## src/rtl/seg_scan_if.sv

```systemverilog
// Display scanner bus: value/mask inputs from the host, anode/decoder outputs to the board.
// Pure signal bundle, no latency, no backpressure.
interface seg_scan_if #(
    parameter int DIGITS = 8
);
    logic [4*DIGITS-1:0] data;
    logic                load;
    logic [DIGITS-1:0]   blank_mask;
    logic [DIGITS-1:0]   dp_mask;
    logic                lzs;
    logic [3:0]          num;
    logic [DIGITS-1:0]   an;
    logic                dp_n;
    logic                upd_pending;

    modport master (
        output data, load, blank_mask, dp_mask, lzs,
        input  num, an, dp_n, upd_pending
    );

    modport slave (
        input  data, load, blank_mask, dp_mask, lzs,
        output num, an, dp_n, upd_pending
    );
endinterface

```

## src/rtl/seg_scan.sv

```systemverilog
// Time-multiplexed common-anode 7-seg scanner; double-buffered value swapped at frame wrap.
// All outputs registered (1 cycle from masks); load is always accepted, no backpressure.
module seg_scan #(
    parameter int DIGITS       = 8,
    parameter int REFRESH_DIV  = 100000,
    parameter int BLANK_CYCLES = 4
) (
    input  logic        clk,
    input  logic        rst_n,
    seg_scan_if.slave   bus
);
    localparam int CW = (REFRESH_DIV > 1) ? $clog2(REFRESH_DIV) : 1;
    localparam int IW = (DIGITS > 1) ? $clog2(DIGITS) : 1;
    localparam logic [CW-1:0] CNT_LAST  = CW'(REFRESH_DIV - 1);
    localparam logic [CW-1:0] CNT_BLANK = CW'(BLANK_CYCLES);
    localparam logic [IW-1:0] IDX_LAST  = IW'(DIGITS - 1);

    logic [CW-1:0]          cnt_q, cnt_d;
    logic [IW-1:0]          idx_q, idx_d;
    logic [DIGITS-1:0][3:0] shadow_q, shadow_d;
    logic [DIGITS-1:0][3:0] pending_q, pending_d;
    logic                   pend_vld_q, pend_vld_d;
    logic [3:0]             num_q, num_d;
    logic [DIGITS-1:0]      an_q, an_d;
    logic                   dp_n_q, dp_n_d;
    logic [DIGITS-1:0]      hi_nz;
    logic                   term, wrap, active, nz_acc;

    always_comb begin
        term       = (cnt_q == CNT_LAST);
        wrap       = term && (idx_q == IDX_LAST);
        cnt_d      = term ? '0 : cnt_q + 1'b1;
        idx_d      = idx_q;
        if (term) begin
            idx_d = wrap ? '0 : idx_q + 1'b1;
        end
        shadow_d   = shadow_q;
        pending_d  = pending_q;
        pend_vld_d = pend_vld_q;
        if (bus.load) begin
            pending_d  = bus.data;
            pend_vld_d = 1'b1;
        end
        // A load landing on the wrap cycle bypasses the pending buffer entirely.
        if (wrap) begin
            if (bus.load) begin
                shadow_d = bus.data;
            end else if (pend_vld_q) begin
                shadow_d = pending_q;
            end
            pend_vld_d = 1'b0;
        end
    end

    // hi_nz[i]: some nibble at position i or above is non-zero in the next shadow.
    always_comb begin
        hi_nz  = '0;
        nz_acc = 1'b0;
        for (int i = DIGITS - 1; i >= 0; i--) begin
            nz_acc   = nz_acc | (shadow_d[i] != 4'h0);
            hi_nz[i] = nz_acc;
        end
    end

    always_comb begin
        active = (cnt_d >= CNT_BLANK) && !bus.blank_mask[idx_d] &&
                 !(bus.lzs && (idx_d != '0) && !hi_nz[idx_d]);
        num_d  = shadow_d[idx_d];
        an_d   = '1;
        dp_n_d = 1'b1;
        if (active) begin
            an_d[idx_d] = 1'b0;
            dp_n_d      = ~bus.dp_mask[idx_d];
        end
    end

    always_ff @(posedge clk or negedge rst_n) begin
        if (!rst_n) begin
            cnt_q      <= '0;
            idx_q      <= '0;
            shadow_q   <= '0;
            pending_q  <= '0;
            pend_vld_q <= 1'b0;
            num_q      <= 4'h0;
            an_q       <= '1;
            dp_n_q     <= 1'b1;
        end else begin
            cnt_q      <= cnt_d;
            idx_q      <= idx_d;
            shadow_q   <= shadow_d;
            pending_q  <= pending_d;
            pend_vld_q <= pend_vld_d;
            num_q      <= num_d;
            an_q       <= an_d;
            dp_n_q     <= dp_n_d;
        end
    end

    assign bus.num         = num_q;
    assign bus.an          = an_q;
    assign bus.dp_n        = dp_n_q;
    assign bus.upd_pending = pend_vld_q;
endmodule

```

## src/flat_wrapper.sv

```systemverilog
// flat-port wrapper written by rule: the top's interface ports become plain ports
module seg_scan_flat 
#(
    parameter int DIGITS       = 8,
    parameter int REFRESH_DIV  = 100000,
    parameter int BLANK_CYCLES = 4
)
  (clk, rst_n, bus_data, bus_load, bus_blank_mask, bus_dp_mask, bus_lzs, bus_num, bus_an, bus_dp_n, bus_upd_pending);
  seg_scan_if #(.DIGITS(DIGITS)) bus_i ();
  input  logic clk;
  input  logic rst_n;
  input wire logic [$bits(bus_i.data)-1:0] bus_data;
  input wire logic [$bits(bus_i.load)-1:0] bus_load;
  input wire logic [$bits(bus_i.blank_mask)-1:0] bus_blank_mask;
  input wire logic [$bits(bus_i.dp_mask)-1:0] bus_dp_mask;
  input wire logic [$bits(bus_i.lzs)-1:0] bus_lzs;
  output wire logic [$bits(bus_i.num)-1:0] bus_num;
  output wire logic [$bits(bus_i.an)-1:0] bus_an;
  output wire logic [$bits(bus_i.dp_n)-1:0] bus_dp_n;
  output wire logic [$bits(bus_i.upd_pending)-1:0] bus_upd_pending;
  assign bus_i.data = bus_data;
  assign bus_i.load = bus_load;
  assign bus_i.blank_mask = bus_blank_mask;
  assign bus_i.dp_mask = bus_dp_mask;
  assign bus_i.lzs = bus_lzs;
  assign bus_num = bus_i.num;
  assign bus_an = bus_i.an;
  assign bus_dp_n = bus_i.dp_n;
  assign bus_upd_pending = bus_i.upd_pending;
  seg_scan #(.DIGITS(DIGITS), .REFRESH_DIV(REFRESH_DIV), .BLANK_CYCLES(BLANK_CYCLES)) u_core (.clk(clk), .rst_n(rst_n), .bus(bus_i));
endmodule
```

## config.mk

```make
export PLATFORM = sky130hd
export DESIGN_NAME = seg_scan_flat
export DESIGN_NICKNAME = d
export VERILOG_FILES = /design/src/rtl/seg_scan_if.sv /design/src/rtl/seg_scan.sv /design/src/flat_wrapper.sv
export SDC_FILE = /design/constraint.sdc
export NUM_CORES = 1
export LEC_CHECK = 0
export ABC_AREA = 1
export CELL_PAD_IN_SITES_DETAIL_PLACEMENT = 0
export CELL_PAD_IN_SITES_GLOBAL_PLACEMENT = 2
export CORE_MARGIN = 2
export CORE_UTILIZATION = 32
export CTS_CLUSTER_DIAMETER = 100
export DETAILED_ROUTE_END_ITERATION = 8
export GPL_TIMING_DRIVEN = 0
export PLACE_DENSITY_LB_ADDON = 0.1
export SLEW_MARGIN = 20
export SYNTH_ARGS = -nofsm -noshare
export SYNTH_HDL_FRONTEND = slang
export SYNTH_SLANG_ARGS = --single-unit
```

## constraint.sdc

```tcl
create_clock -name clk -period 2.8 [get_ports clk]
set_input_delay 0.56 -clock clk [delete_from_list [all_inputs] [get_ports clk]]
set_output_delay 0.56 -clock clk [all_outputs]
set_load 0.005 [all_outputs]
```

==> results_dict.tcl <==
set metrics [dict create \
    tns_ps 0 \
    wl_met2_mm 7.419 \
    syn_inst 772 \
    final_cell_mix "nand2_1, dfrtp_1, inv_1" \
    setup_viol 0 \
    diodes 0 \
    final_common_cell "nand2_1" \
    ant_nets 0 \
    multi_input_area_sq_um 2618 \
    numClockSinks 98 \
    worst_pin_slew_ps 698.7 \
    synth.top_cells.by_area "dfrtp_1, nand2_1, inv_1" \
    syn_area_sq_um 5450 \
    syn_area_per_cell_sq_um 7.060 \
    hold_viol 0 \
    core-area_sq_um 16640 \
    worst-path-max-fanout 10 \
    synth_edf_count 0 \
    startpoint_type "register" \
    rows 47 \
    via_per_inst 4.776 \
    drt_iter0_markers 226 \
    top_layer "met4" \
    synth_cell_types 37 \
    grtUsageTotal 0.1953 \
    synthArstFlopShare 1.000 \
    peakVddDrop_v 0.0003483 \
    synth_fa_ha_area_frac 0.006887 \
    skew_ps 10.61 \
    worstSetupEndpointType "register" \
    fillCellCount 1737 \
    synth-compound-area-share 0.09091 \
    nets 911 \
    min-delay-path-class "in -> async" \
    antenna_found_initial 0 \
    hpwl_mm 12.57 \
    required_ps 3060 \
    layout_min_cycle_time_ps 2650 \
    ios 66 \
    power.density_nw_per_um2 464.0 \
    cts_buffer_depth 2 \
    drv_slew 0 \
    cts-root-buf "clkbuf_16" \
    die_w_um 134.5 \
    via_count 5163 \
    die-area_sq_um 18090 \
    numCtsBuffers 9 \
    cts_max_level 3 \
    worstSetupPathType "reg -> reg" \
    synthMuxAreaShare 0 \
    route.layer.met1.wl_mm 8.388 \
    synth-main-ff-cell "dfrtp_1" \
    timing.slew.headroom 0.5342 \
    maxCapViolCount 0 \
    ff_latch_area_sq_um 2464 \
    fmax_mhz 377.4 \
    synthXorXnorAreaFrac 0.004821 \
    dr.pass1.iters 5 \
    grt_overflow 0 \
    gp_congestion 0.8284 \
    path_clk_slew_ps 70 \
    grt_pass1_wl_mm 27.29 \
    portBuffers 65 \
    outcome "complete, no violations" \
    grt_pass1_vias 5081 \
    period_share 0.9463 \
    wl_met3_um 631 \
    area_growth_pct 26.68 \
    initial_utilization 0.3275 \
    cellLeakagePower_uw 0.003473 \
    worstSkewPairLatency_ps 350 \
    syn_nets 827 \
    grt_start_max_net_pins 77 \
    drive_gt1_frac 0.1115 \
    crit_arrival_ps 2910 \
    cts_tree "done" \
    synth_top_area_share 0.4086 \
    yosysWarnings 0 \
    wirelength_mm 16.80 \
    wl_per_cell_um 15.54 \
    die_y_um 134.5 \
    route.detailed.drc 0 \
    yosysTopAreaCell "dfrtp_1" \
    synth_seq_area_share 0.4520 \
    synth_top_family_by_area "simple AND/OR/NAND/NOR gates" \
    final_core_utilization 0.4149 \
    ys_ff_latch 98 \
    synth-simple-area-share 0.3607 \
]
[worst paths after layout]
path	start	end	slack [ps]	cells past startpoint
setup / recovery	u_core.cnt_q[0]$_DFF_PN0_	u_core.bus.an[1]$_DFF_PN1_	150	15
hold / removal	rst_n	u_core.pending_q[16]$_DFFE_PN0P_	50	1
setup reg to reg	u_core.cnt_q[0]$_DFF_PN0_	u_core.bus.an[1]$_DFF_PN1_	150	15
hold reg to reg	u_core.pending_q[8]$_DFFE_PN0P_	u_core.pending_q[8]$_DFFE_PN0P_	470	2
max in group asynchronous	rst_n	u_core.bus.an[4]$_DFF_PN1_	2030	2
min in group clk	u_core.pending_q[8]$_DFFE_PN0P_	u_core.pending_q[8]$_DFFE_PN0P_	470	2
[cell type report]
cell class | instances | share of cell area
plain buffers | 24 | 0.01903
flip-flops and latches | 98 | 0.3568
well taps | 220 | 0.03987
clock buffers | 10 | 0.03316
clock inverters | 6 | 0.01631
multi-input cells | 560 | 0.3791
inverters | 91 | 0.05074
repair buffers | 72 | 0.1049
[cells in the mapped netlist (8+ instances only)]
cell / n
nand4_1: 17
clkbuf_1: 16
o21ai_0: 44
a21boi_0: 8
nand2_1: 344
nor2_1: 43
dfrtp_1: 89
a21oi_1: 20
dfstp_2: 9
inv_1: 84
nand3_1: 26
nand2_2: 10
[what timing repair did]
action	4_1_cts	5_1_grt
endpoints found under the setup margin	10	13
gates cloned	0	1
gates resized for setup	4	46
pin swaps	3	8
buffers inserted	3	3
hold buffers	0	0
[sequential cells by signal (all words and copies together) (netlist names)]
name,count
u_core.bus.an,8
u_core.bus.dp_n,1
u_core.bus.num,4
u_core.bus.upd_pending,1
u_core.cnt_q,17
u_core.idx_q,3
u_core.pending_q,32
u_core.shadow_q,32
[worst max-delay path: stages (launching register included)]
cell and delay, ps:
dfrtp_1 410, ha_4 170, nand2_2 60, nor2_4 200, nand3_2 120, nor2_4 170
nand3_4 110, buf_6 160, o21ai_0 490, nor2_1 120, nand2_1 90, nand2_1 50
nand2_1 110, o21bai_4 80, nand3_4 120, nand3_1 100
[power breakdown]
part	leakage, uW	internal [uW]	total, uW	switching, uW
sequential	0.00112	1460	1480	22.3
combinational	0.00219	126	266	140
clock	0.000167	878	1460	578
[routing by layer]
metal | vias up | global-route usage
li1 | 2596 | -
met1 | 2449 | 0.2814
met2 | 99 | 0.2985
met3 | 19 | 0.02890
met4 | 0 | 0.07135
met5 | - | 0
[per-stage QoR]
step | power, uW | setup slack [ps] | cell area [sq um] | instances | hold slack (ps)
finish | 3203 | 150.5 | 6904 | 1081 | 54.24
global route | 3363 | -28.03 | 6904 | 1081 | 58.28
CTS | 3256 | 24.13 | 6771 | 1077 | 53.53
detailed placement | 1776 | -473.3 | 6405 | 1058 | 439.5
global placement | 1767 | -2820 | 6376 | 1057 | 451.5
floorplan | 1621 | 539.5 | 5450 | 772 | 264.4
[cells by family (layout without fill, tap and decap cells)]
family                   count (synthesis)  in the layout
AND/OR/NAND/NOR                        468            469
AO/OA/AOI/OAI                           85             85
adder cells (fa/ha/maj)                  3              3
flip-flops                              98             98
XOR/XNOR                                 3              3
buffers and inverters                  115            203
(Power assumes the default switching activity.)
